File: src/rtl/flash_adc_backend.sv
// Flash ADC digital back-end: 2-flop synchroniser, majority bubble correction,
// thermometer-to-binary popcount, power-of-two averaging with rounding, and a
// valid/ready result register with sticky bubble/overrun flags.
module flash_adc_backend #(
    parameter int unsigned NCOMP    = 7,
    parameter int unsigned AVG_LOG2 = 2,
    parameter int unsigned DIV_W    = 8,
    localparam int unsigned OUT_W   = $clog2(NCOMP + 1)
) (
    input  logic             i_clk,
    input  logic             i_rst_n,
    input  logic             i_ena,
    input  logic [NCOMP-1:0] i_therm_in,
    input  logic [DIV_W-1:0] i_sample_div,
    input  logic             i_continuous,
    input  logic             i_start,
    output logic [OUT_W-1:0] o_result,
    output logic             o_result_valid,
    input  logic             i_result_ready,
    output logic             o_bubble_err,
    output logic             o_overrun,
    input  logic             i_clear_flags,
    output logic             o_busy
);

    localparam int unsigned ACC_W = OUT_W + AVG_LOG2;
    localparam int unsigned CNT_W = (AVG_LOG2 > 0) ? AVG_LOG2 : 1;
    localparam logic [CNT_W-1:0] CNT_LAST = CNT_W'((1 << AVG_LOG2) - 1);

    typedef enum logic [1:0] {
        StIdle,
        StAcq,
        StDone
    } state_t;

    state_t           r_state;
    logic [NCOMP-1:0] r_sync1;
    logic [NCOMP-1:0] r_sync2;
    logic [DIV_W-1:0] r_div;
    logic [ACC_W-1:0] r_acc;
    logic [CNT_W-1:0] r_cnt;
    logic [OUT_W-1:0] r_result;
    logic             r_valid;
    logic             r_bubble_err;
    logic             r_overrun;
    logic             r_busy;

    logic [NCOMP+1:0] w_ext;
    logic [NCOMP-1:0] w_corr;
    logic [OUT_W-1:0] w_code;
    logic [OUT_W-1:0] w_rounded;
    logic             w_strobe;
    logic             w_bubble;

    // Two-flop synchroniser; keeps sampling even while the block is disabled.
    always_ff @(posedge i_clk or negedge i_rst_n) begin
        if (!i_rst_n) begin
            r_sync1 <= '0;
            r_sync2 <= '0;
        end else begin
            r_sync1 <= i_therm_in;
            r_sync2 <= r_sync1;
        end
    end

    // Bubble correction: 3-input majority with an implied 1 below and 0 above.
    always_comb begin
        w_ext  = {1'b0, r_sync2, 1'b1};
        w_corr = '0;
        for (int i = 0; i < int'(NCOMP); i++) begin
            w_corr[i] = (w_ext[i] & w_ext[i+1]) | (w_ext[i] & w_ext[i+2]) |
                        (w_ext[i+1] & w_ext[i+2]);
        end
    end

    // Popcount of the corrected thermometer code.
    always_comb begin
        w_code = '0;
        for (int i = 0; i < int'(NCOMP); i++) begin
            w_code = w_code + OUT_W'(w_corr[i]);
        end
    end

    assign w_bubble = (w_corr != r_sync2);
    assign w_strobe = (r_state == StAcq) && (r_div == i_sample_div);

    // Round-half-up average; the sum cannot overflow ACC_W since acc <= NCOMP*2^AVG_LOG2.
    if (AVG_LOG2 == 0) begin : g_no_avg
        assign w_rounded = r_acc;
    end else begin : g_avg
        logic [ACC_W-1:0] w_acc_rnd;
        assign w_acc_rnd = r_acc + ACC_W'(1 << (AVG_LOG2 - 1));
        assign w_rounded = OUT_W'(w_acc_rnd >> AVG_LOG2);
    end

    // Conversion FSM, divider, accumulator, result register and sticky flags.
    always_ff @(posedge i_clk or negedge i_rst_n) begin
        if (!i_rst_n) begin
            r_state      <= StIdle;
            r_div        <= '0;
            r_acc        <= '0;
            r_cnt        <= '0;
            r_result     <= '0;
            r_valid      <= 1'b0;
            r_bubble_err <= 1'b0;
            r_overrun    <= 1'b0;
            r_busy       <= 1'b0;
        end else begin
            // The handshake completes regardless of enable; a DONE load below overrides.
            if (r_valid && i_result_ready) begin
                r_valid <= 1'b0;
            end
            if (i_ena) begin
                // Clear first so that a set in the same cycle takes precedence.
                if (i_clear_flags) begin
                    r_bubble_err <= 1'b0;
                    r_overrun    <= 1'b0;
                end
                unique case (r_state)
                    StIdle: begin
                        if (i_continuous || i_start) begin
                            r_state <= StAcq;
                            r_div   <= '0;
                            r_busy  <= 1'b1;
                        end
                    end
                    StAcq: begin
                        if (w_strobe) begin
                            r_div <= '0;
                            r_acc <= r_acc + ACC_W'(w_code);
                            r_cnt <= r_cnt + 1'b1;
                            if (w_bubble) begin
                                r_bubble_err <= 1'b1;
                            end
                            if (r_cnt == CNT_LAST) begin
                                r_state <= StDone;
                            end
                        end else begin
                            r_div <= r_div + 1'b1;
                        end
                    end
                    StDone: begin
                        r_acc <= '0;
                        r_cnt <= '0;
                        r_div <= '0;
                        if (i_continuous) begin
                            r_state <= StAcq;
                        end else begin
                            r_state <= StIdle;
                            r_busy  <= 1'b0;
                        end
                        // Old unaccepted result is kept; the new one is dropped.
                        if (!r_valid || i_result_ready) begin
                            r_result <= w_rounded;
                            r_valid  <= 1'b1;
                        end else begin
                            r_overrun <= 1'b1;
                        end
                    end
                    default: begin
                        r_state <= StIdle;
                        r_busy  <= 1'b0;
                    end
                endcase
            end
        end
    end

    assign o_result       = r_result;
    assign o_result_valid = r_valid;
    assign o_bubble_err   = r_bubble_err;
    assign o_overrun      = r_overrun;
    assign o_busy         = r_busy;

endmodule

File: config.mk
export PLATFORM = sky130hd
export DESIGN_NAME = flash_adc_backend
export DESIGN_NICKNAME = d
export VERILOG_FILES = /design/src/rtl/flash_adc_backend.sv
export SDC_FILE = /design/constraint.sdc
export NUM_CORES = 1
export LEC_CHECK = 0
export BUFFER_PORTS_ARGS = -buffer_cell sky130_fd_sc_hd__buf_2
export CORE_UTILIZATION = 37
export CTS_CLUSTER_SIZE = 40
export DETAILED_ROUTE_END_ITERATION = 7
export SETUP_SLACK_MARGIN = 0.2
export SLEW_MARGIN = 20
export SYNTH_ARGS = -nofsm -noshare
export SYNTH_HDL_FRONTEND = slang
export SYNTH_SLANG_ARGS = --single-unit
File: constraint.sdc
create_clock -name i_clk -period 5.4 [get_ports i_clk]
set_clock_uncertainty 0.05 [all_clocks]
set_input_delay 0.27 -clock i_clk [delete_from_list [all_inputs] [get_ports i_clk]]
set_output_delay 0.27 -clock i_clk [all_outputs]
set_load 0.01 [all_outputs]
==> flow_summary.toml <==
[floorplan]
core_mm2 = 0.00517
rows = 26
pin_count = 29
fp.dieArea_mm2 = 0.00572
die_x_um = 75.6
initial_core_util = 0.388
die_y_um = 75.6

[placement]
gp_congestion = 0.811
dpl.hpwl_mm = 2.75
io_buffers = 28

[pwr]
switching_share = 0.327
clockPowerShare = 0.296
powerDensity_mw_per_mm2 = 358
vdd_drop_max_uv = 148
p_leak_nw = 1.16
seqPwrFrac = 0.437
p_int_mw = 0.561
p_switching_mw = 0.272
power_frac_comb = 0.266

[finish]
fill_cells = 504
insertedDiodeCount = 0
drive_above_1_share = 0.185
layout_common_cells = "dfrtp_1, buf_2, nand2_1, o21ai_0, inv_1"
syn2layout_area_growth_pct = 16.0
final_common_cell = "dfrtp_1"
fin_nets = 262

[clocking]
cts_made_buffers = 5
insertion_delay_ns = 0.29
post_cts_buffers = 0
cts_buffer_depth = 2
cts_resized = 0
clkSlewWorstSetupHoldPaths_ns = 0.08
cts_root_buffer = "clkbuf_8"
cts_tree = "yes"
postCtsHoldBufs = 0
cts_sinks = 38
cts_max_level = 2

[setup_path]
regToRegSetupSlack_ns = 1.82
worstPathArrival_ns = 3.75
endpoint_kind = "register"
worstSetupPathType = "register to register"
required_ns = 5.57
path_max_fanout = 7
start_kind = "register"

[logic_synthesis]
synth_top_area_share = 0.474
yosysWarnings = 0
synth_fp_nets = 232
seq_area_frac_synth = 0.474
synth_cells = 196
yosys.area.top_type = "dfrtp_1"
yosysUniqueCellTypes = 38
synthesis.area_mm2 = 0.00200
ys_ff_latch = 38
syn_avg_cell_area_um2 = 10.2
synth_area_leaders = "dfrtp_1, ha_1, nand2_1"

[routing]
dr.pass1.iters = 4
wl_per_cell_um = 12.8
drtAntennaViolNets = 0
wl_mm = 3.81
via_count = 1479
drt_iter0_drc = 81
via_per_inst = 4.98
drc = 0

[outcome]
status = "completed"

[global_route]
grt_usage = 0.153
grt_pass1_wl_mm = 6.49
antenna_found_initial = 0
grt_overflow = 0
grt_max_degree = 39
grt_pass1_vias = 1471

[sta]
finalHoldViolCount = 0
tns_ns = 0
worstMarginPinSlew_ns = 0.835
hold_slack_ns = 0.0228
slew_violations = 0
fin_crit_sh = 0.662
slew_headroom = 0.443
setup_violations = 0
grt_setup_unrepaired = "no"
layout_min_cycle_time_ns = 3.58
clock.fmax_mhz = 280

[flow_run]
cap_violations = 0

[worst_hold_path]
hp-class = "primary input to async pin"
[cell type report]
class	count	area, um^2	area share
sequential	38	951	0.409
multi-input combinational	140	985	0.423
inverter	13	48.8	0.0210
tap	70	87.6	0.0377
timing repair buffer	28	140	0.0602
clock buffer	5	68.8	0.0296
clock inverter	3	45.0	0.0194
[per-layer routing]
layer | share of wire | global-route usage | vias up
li1 | - | - | 743
met1 | 0.44 | 0.184 | 709
met2 | 0.52 | 0.265 | 18
met3 | 0.018 | 0.0317 | 9
met4 | 0.022 | 0.0700 | 0
met5 | 0 | 0 | -
[critical path, cell delays in order, from the launching register on]
cell and delay (ns):
dfrtp_1 0.45, o21ai_0 0.24, fa_1 0.47, fa_1 0.51
fa_1 0.51, inv_1 0.05, ha_1 0.22, fa_1 0.41
a21o_1 0.19, a21oi_1 0.18, o21ai_0 0.11, a21boi_1 0.13
[power by group through the flow]
| stage | Sequential (mW) | Clock [mW] | Combinational, mW |
|---|---|---|---|
| 4_1_cts | 0.365 | 0.250 | 0.227 |
| 5_1_grt | 0.373 | 0.259 | 0.260 |
| 3_5_place_dp | 0.371 | 0 | 0.225 |
| 6_report | 0.364 | 0.247 | 0.222 |
| 3_3_place_gp | 0.369 | 0 | 0.220 |
| 2_1_floorplan | 0.360 | 0 | 0.170 |
[synth_stat cells]
library cell / instances
dfrtp_1: 38
nand2_1: 26
o21ai_0: 18
inv_1: 13
xor2_1: 11
ha_1: 10
a21oi_1: 9
nand3_1: 8
nor2_1: 8
mux2i_1: 7
clkbuf_1: 4
fa_1: 4
a21o_1: 3
nand2b_1: 3
nor2b_1: 3
or3_1: 3
a211oi_1: 2
and3_1: 2
nor3_1: 2
nor4_2: 2
o22ai_1: 2
o311ai_0: 2
a211o_1: 1
a21boi_1: 1
a221o_1: 1
a22o_1: 1
a31o_2: 1
a32oi_1: 1
and2_1: 1
buf_2: 1
maj3_1: 1
mux2_2: 1
nand4_4: 1
nor4_1: 1
o22a_1: 1
o31ai_1: 1
or2_2: 1
xnor2_1: 1
[logic make-up after synthesis]
group / after synthesis / share of synthesized area
adders and majority gates: 15 / 0.107
muxes: 8 / 0.0406
and+or+nand+nor: 61 / 0.155
DFF: 38 / 0.474
xor gates and xnor gates: 12 / 0.0524
buffers and inverters: 18 / 0.0343
AOI/OAI and AO/OA: 44 / 0.135
[sequential cells by signal, indices dropped and copies added, names as in the netlist]
signal and count:
o_bubble_err 1, r_div 8, r_sync1 7, r_cnt 2, o_overrun 1, r_sync2 7
o_busy 1, r_state 2, o_result_valid 1, o_result 3, r_acc 5
[worst paths after layout]
path / start / end / depth (start not counted)
max: r_sync2[2]$_DFF_PN0_ / r_acc[4]$_DFFE_PN0P_ / 11
min: i_rst_n / o_busy$_DFFE_PN0P_ / 1
max reg2reg: r_sync2[2]$_DFF_PN0_ / r_acc[4]$_DFFE_PN0P_ / 11
min reg2reg: r_sync1[2]$_DFF_PN0_ / r_sync2[2]$_DFF_PN0_ / 0
min in group i_clk: i_therm_in[0] / r_sync1[0]$_DFF_PN0_ / 1
max in group asynchronous: i_rst_n / r_sync1[6]$_DFF_PN0_ / 1
[stage by stage]
stage / area (um^2) / total power, mW / worst slack (ns) / utilization / cells
detailed placement: 2210 / 0.595 / 1.81 / 0.428 / 289
CTS: 2330 / 0.842 / 1.80 / 0.450 / 297
finish: 2330 / 0.833 / 1.82 / 0.450 / 297
floorplan: 2000 / 0.530 / 2.02 / - / 196
global route: 2330 / 0.892 / 1.59 / 0.450 / 297
global placement: 2210 / 0.590 / 1.92 / 0.428 / 289
Note: power is estimated with default switching activity, not from simulation.
